## src/rtl/fifo_pkg.sv

```systemverilog
// Shared definitions for the asynchronous FIFO and its read-side packer.
package fifo_pkg;

    localparam int FIFO_DATA_W = 4;
    localparam int FIFO_PACK   = 2;

    function automatic int clog2_f(input int value);
        int res;
        res = 0;
        while ((1 << res) < value) begin
            res = res + 1;
        end
        return res;
    endfunction

    localparam int FIFO_CNT_W = clog2_f(FIFO_PACK + 1);

    // One packed output beat for the default configuration.
    typedef struct packed {
        logic [FIFO_CNT_W-1:0]            cnt;
        logic [FIFO_DATA_W*FIFO_PACK-1:0] data;
    } beat_t;

endpackage

```

## src/rtl/fifo_out_slice.sv

```systemverilog
// Single-entry valid/ready output register; slot_free says a new beat may load this cycle.
module fifo_out_slice #(
    parameter int DATA_BITS = 8,
    parameter int CNT_W     = 2
) (
    input  logic                 clk_i,
    input  logic                 rst_i,
    input  logic                 load_i,
    input  logic [DATA_BITS-1:0] data_i,
    input  logic [CNT_W-1:0]     cnt_i,
    input  logic                 ready_i,
    output logic                 valid_o,
    output logic [DATA_BITS-1:0] data_o,
    output logic [CNT_W-1:0]     cnt_o,
    output logic                 slot_free_o
);

    logic                 valid_q, valid_d;
    logic [DATA_BITS-1:0] data_q, data_d;
    logic [CNT_W-1:0]     cnt_q, cnt_d;

    always_comb begin
        valid_d = valid_q;
        data_d  = data_q;
        cnt_d   = cnt_q;
        if (load_i) begin
            valid_d = 1'b1;
            data_d  = data_i;
            cnt_d   = cnt_i;
        end else if (ready_i) begin
            valid_d = 1'b0;
        end
    end

    always_ff @(posedge clk_i or posedge rst_i) begin
        if (rst_i) begin
            valid_q <= 1'b0;
            data_q  <= '0;
            cnt_q   <= '0;
        end else begin
            valid_q <= valid_d;
            data_q  <= data_d;
            cnt_q   <= cnt_d;
        end
    end

    assign valid_o     = valid_q;
    assign data_o      = data_q;
    assign cnt_o       = cnt_q;
    assign slot_free_o = !valid_q || ready_i;

endmodule

```

## src/rtl/fifo_rd_packer.sv

```systemverilog
// Pops FIFO words (read latency 1) and packs PACK of them, first word in the low
// bits, into one output beat; a flush emits a partially filled, zero-padded beat.
module fifo_rd_packer
    import fifo_pkg::*;
#(
    parameter  int DATA_W = FIFO_DATA_W,
    parameter  int PACK   = 2,
    localparam int CNT_W  = clog2_f(PACK + 1)
) (
    input  logic                     rd_clk,
    input  logic                     rd_rst,
    input  logic                     fifo_empty,
    input  logic [DATA_W-1:0]        fifo_rd_data,
    output logic                     fifo_rd_en,
    input  logic                     flush,
    output logic                     out_valid,
    input  logic                     out_ready,
    output logic [DATA_W*PACK-1:0]   out_data,
    output logic [CNT_W-1:0]         out_cnt,
    output logic                     busy
);

    logic [CNT_W-1:0]       fill_q, fill_d;
    logic                   inflight_q;
    logic                   flush_pend_q, flush_pend_d;
    logic                   slot_free, full_load, flush_load, load, pop;
    logic [CNT_W:0]         pending;
    logic [DATA_W*PACK-1:0] acc_flat;

    // Words already captured plus the word landing this cycle.
    assign pending    = {1'b0, fill_q} + {{CNT_W{1'b0}}, inflight_q};
    assign full_load  = (fill_q == CNT_W'(PACK)) && slot_free;
    assign flush_load = flush_pend_q && !inflight_q && slot_free;
    assign load       = full_load || flush_load;

    always_comb begin
        pop = 1'b0;
        if (!fifo_empty && !flush_pend_q && !rd_rst) begin
            pop = (pending < (CNT_W+1)'(PACK)) || full_load;
        end

        fill_d = fill_q;
        if (load) begin
            fill_d = '0;
        end else if (inflight_q) begin
            fill_d = fill_q + CNT_W'(1);
        end

        // A flush coinciding with a load stays pending only if a word is being popped now.
        flush_pend_d = flush_pend_q;
        if (load) begin
            flush_pend_d = flush && pop;
        end else if (flush && (pending != '0)) begin
            flush_pend_d = 1'b1;
        end
    end

    always_ff @(posedge rd_clk or posedge rd_rst) begin
        if (rd_rst) begin
            fill_q       <= '0;
            inflight_q   <= 1'b0;
            flush_pend_q <= 1'b0;
        end else begin
            fill_q       <= fill_d;
            inflight_q   <= pop;
            flush_pend_q <= flush_pend_d;
        end
    end

    for (genvar gi = 0; gi < PACK; gi++) begin : g_slot
        logic [DATA_W-1:0] slot_q;

        always_ff @(posedge rd_clk or posedge rd_rst) begin
            if (rd_rst) begin
                slot_q <= '0;
            end else if (load) begin
                slot_q <= '0;
            end else if (inflight_q && (fill_q == CNT_W'(gi))) begin
                slot_q <= fifo_rd_data;
            end
        end

        assign acc_flat[gi*DATA_W +: DATA_W] = (CNT_W'(gi) < fill_q) ? slot_q : '0;
    end

    fifo_out_slice #(
        .DATA_BITS (DATA_W*PACK),
        .CNT_W     (CNT_W)
    ) u_out (
        .clk_i       (rd_clk),
        .rst_i       (rd_rst),
        .load_i      (load),
        .data_i      (acc_flat),
        .cnt_i       (fill_q),
        .ready_i     (out_ready),
        .valid_o     (out_valid),
        .data_o      (out_data),
        .cnt_o       (out_cnt),
        .slot_free_o (slot_free)
    );

    assign fifo_rd_en = pop;
    assign busy       = (pending != '0) || flush_pend_q;

    // A landing word must always find a free accumulator slot.
    always @(posedge rd_clk) begin
        if (!rd_rst && inflight_q) begin
            assert (fill_q < CNT_W'(PACK));
        end
    end

endmodule

```

## config.mk

```make
export PLATFORM = sky130hd
export DESIGN_NAME = fifo_rd_packer
export DESIGN_NICKNAME = d
export VERILOG_FILES = /design/src/rtl/fifo_pkg.sv /design/src/rtl/fifo_out_slice.sv /design/src/rtl/fifo_rd_packer.sv
export SDC_FILE = /design/constraint.sdc
export NUM_CORES = 1
export LEC_CHECK = 0
export CAP_MARGIN = 10
export CORE_ASPECT_RATIO = 0.9
export CORE_MARGIN = 2
export CORE_UTILIZATION = 51
export CTS_BUF_LIST = sky130_fd_sc_hd__clkbuf_2 sky130_fd_sc_hd__clkbuf_4 sky130_fd_sc_hd__clkbuf_8
export DETAILED_ROUTE_END_ITERATION = 7
export PLACE_DENSITY_LB_ADDON = 0.15
export SLEW_MARGIN = 15
export SYNTH_ARGS = -nofsm -noshare
export SYNTH_HDL_FRONTEND = slang
export SYNTH_SLANG_ARGS = --single-unit
```

## constraint.sdc

```tcl
create_clock -name rd_clk -period 2.15 [get_ports rd_clk]
set_input_delay 0.3225 -clock rd_clk [delete_from_list [all_inputs] [get_ports rd_clk]]
set_output_delay 0.3225 -clock rd_clk [all_outputs]
set_load 0.01 [all_outputs]
```

==> flow_summary.toml <==
[setup_path]
cpMaxStageDelayCell = "or4_4"
cp-startpoint = "inflight_q"
r2r_slack_ns = 0.45
reg2reg_depth = 7
worst-setup-path-type = "reg -> out"
crit_chain = "ha_2 -> inv_1 -> ha_1 -> or4_4 -> buf_6"
worstSetupStartpointType = "flip-flop"
crit_end = "busy"
r2r-start = "inflight_q"
crit_required_ns = 1.83
cp_data_arrival_time_ns = 1.75
timing.rr.end = "flush_pend_q"
max_stage_delay_ns = 0.42
critical_path_buf_inv_count = 2
crit_fanout = 2
cp-end-kind = "primary output"
path_depth = 5
crit_family = "simple AND/OR/NAND/NOR gates"

[layout]
fin_cells = 164
final_cell_mix = "nand2_1 (30), dfrtp_1 (23), clkdlybuf4s50_1 (19), nand3_1 (12)"
drive_above_1_share = 0.151
final_util = 0.718
final_common_cell = "nand2_1"
fillers = 159
multi_input_area_um2 = 440
num_antenna_cells = 0
syn2layout_area_growth_pct = 33.2
final-seq-area_um2 = 576
final_nets = 155

[cts]
clock_path_buffers = 2
tritoncts = "yes"
insertion_delay_ns = 0.32
clk_pin_slew_ns = 0.13
cts_buffers = 3
clock-sinks = 23
ctsHtreeMaxLevel = 1
cts-root-buf = "clkbuf_4"

[synthesis]
yosys.area_share.simple = 0.236
synth-seq-cells = 23
synth_compound_area_frac = 0.0788
synth.area.mux_share = 0.00970
ys_types = 20
ys_seq_area_frac = 0.558
synthXorXnorAreaFrac = 0.00848
syn_area_per_cell_um2 = 9.56
synthAdderAreaFrac = 0.0727
synth_fp_nets = 123
synth_area_um2 = 1030
synth_top_family_by_area = "simple AND/OR/NAND/NOR gates"
postSynthCellCount = 108
yosysWarnings = 0

[sta]
setup_viol = 0
tightest_slew_ns = 0.744
finalCriticalPeriod_ns = 2.07
worst_slack_ns = 0.0763
timing.fmax_ghz = 0.482
final.setup_skew_ns = 0.00229
maxSlewViolCount = 0
hold_viol = 0
relSlewSlack = 0.501
finalCritPeriodShare = 0.964
rsz0062_at_grt = "no"

[flow_run]
cap_violations = 0

[routing]
drtIter0Drc = 8
routedWlPerCell_um = 11.7
drc = 0
dr.pass1.iters = 4
wl_um = 1920
ant_nets = 0
via_per_inst = 5.11
num_vias = 838

[placed_design]
place_ws_ns = -0.0479
portBuffers = 21
post-place-cells = 159
hpwl_um = 1410
gp_congestion = 0.771

[global_route]
grtUsageTotal = 0.192
antenna_found_initial = 0
grt_pass1_wl_um = 3250
first_global_vias = 753
overflow = 0
grt_max_degree = 24

[floorplanning]
dieArea_um2 = 2400
start_util = 0.539
rows = 15
die_h_um = 46.7
die_x_um = 51.4
core_area_um2 = 1910
ios = 22

[power]
report.power.total_mw = 1.53
ir_worst_vdd_mv = 0.767
leakagePower_nw = 0.656
p_per_area_nw_per_um2 = 1110

[min_path]
holdCritPathClass = "in -> async"

[outcome]
status = "completed"
[timing repair]
item / in CTS / in global routing
cloned: 0 / 0
setup buffers: 0 / 1
pin swaps: 0 / 3
hold buffers: 0 / 0
gates resized for setup: 8 / 6
setup endpoints to repair: 2 / 2
[worst reg2reg max path, delay by kind of cell, from the launching register on]
kind	cells	cell delay, ns
buffers and inverters	1	0.06
AOI/OAI and AO/OA	2	0.24
adders and majority gates	2	0.40
and+or+nand+nor	2	0.50
DFF	1	0.41
[metrics by stage]
stage,setup TNS [ns],hold slack (ns),cell area [µm²]
floorplan,0,0.324,1030
detailed placement,-0.0544,0.456,1320
global placement,-0.0341,0.449,1320
CTS,-0.00117,0.370,1360
global route,0,0.429,1380
finish,0,0.369,1380
[report_power, final]
part / internal [mW] / leakage, nW / switching, mW
Combinational: 0.342 / 0.326 / 0.370
Clock: 0.0697 / 0.0177 / 0.134
Sequential: 0.545 / 0.312 / 0.0670
[state kept, by name, summed over array words and instances, names as in the netlist]
register and cells:
fill_q 2, flush_pend_q 1, g_slot.slot_q 8, inflight_q 1
u_out.cnt_o 2, u_out.data_o 8, u_out.valid_o 1
[routing by layer]
metal | share of wire | global-route usage
met3 | 0.043 | 0.0292
met1 | 0.47 | 0.250
met4 | 0.024 | 0.111
met5 | 0 | 0
met2 | 0.46 | 0.310
[cells in the mapped netlist, drive strengths merged]
| cell type | count | area (µm²) |
|---|---|---|
| nor4 | 1 | 6.26 |
| ha | 6 | 75.1 |
| inv | 5 | 18.8 |
| or4 | 1 | 11.3 |
| o21a | 1 | 7.51 |
| nor2b | 1 | 6.26 |
| mux2i | 1 | 10.0 |
| nand3b | 4 | 30.0 |
| a21oi | 10 | 50.1 |
| nand2 | 30 | 113 |
| dfrtp | 23 | 576 |
| nand3 | 12 | 60.1 |
| xnor2 | 1 | 8.76 |
| buf | 4 | 18.8 |
| nor2 | 3 | 11.3 |
| a31o | 1 | 8.76 |
| o21ai | 3 | 15.0 |
| nand2b | 1 | 6.26 |
[kinds of logic (layout without fill, tap and decap cells)]
kind of cell,Yosys count,in the layout
fa+ha+maj,6,6
buf+inv,9,40
simple gates,53,53
xor+xnor,1,1
flops,23,23
mux,1,1
compound gates,15,15
[layout make-up]
cell class	instances	area share
Sequential cell	23	0.419
Timing Repair Buffer	31	0.205
Multi-Input combinational cell	76	0.320
Clock inverter	1	0.00364
Inverter	5	0.0136
Clock buffer	3	0.0164
Tap cell	25	0.0227
[how the worst min path moves through the flow]
| stage | endpoint | slack [ns] | cells past startpoint | from |
|---|---|---|---|---|
| 5_1_grt | inflight_q | 0.43 | 3 | rd_rst |
| 2_1_floorplan | fill_q[0] | 0.32 | 1 | rd_rst |
| 4_1_cts | fill_q[0] | 0.37 | 3 | rd_rst |
| 3_3_place_gp | u_out.data_o[7] | 0.45 | 2 | u_out.data_o[7] |
| 3_5_place_dp | u_out.data_o[0] | 0.46 | 2 | u_out.data_o[0] |
| 6_report | u_out.data_o[6] | 0.37 | 3 | rd_rst |
Note: power is estimated with default switching activity, not from simulation.
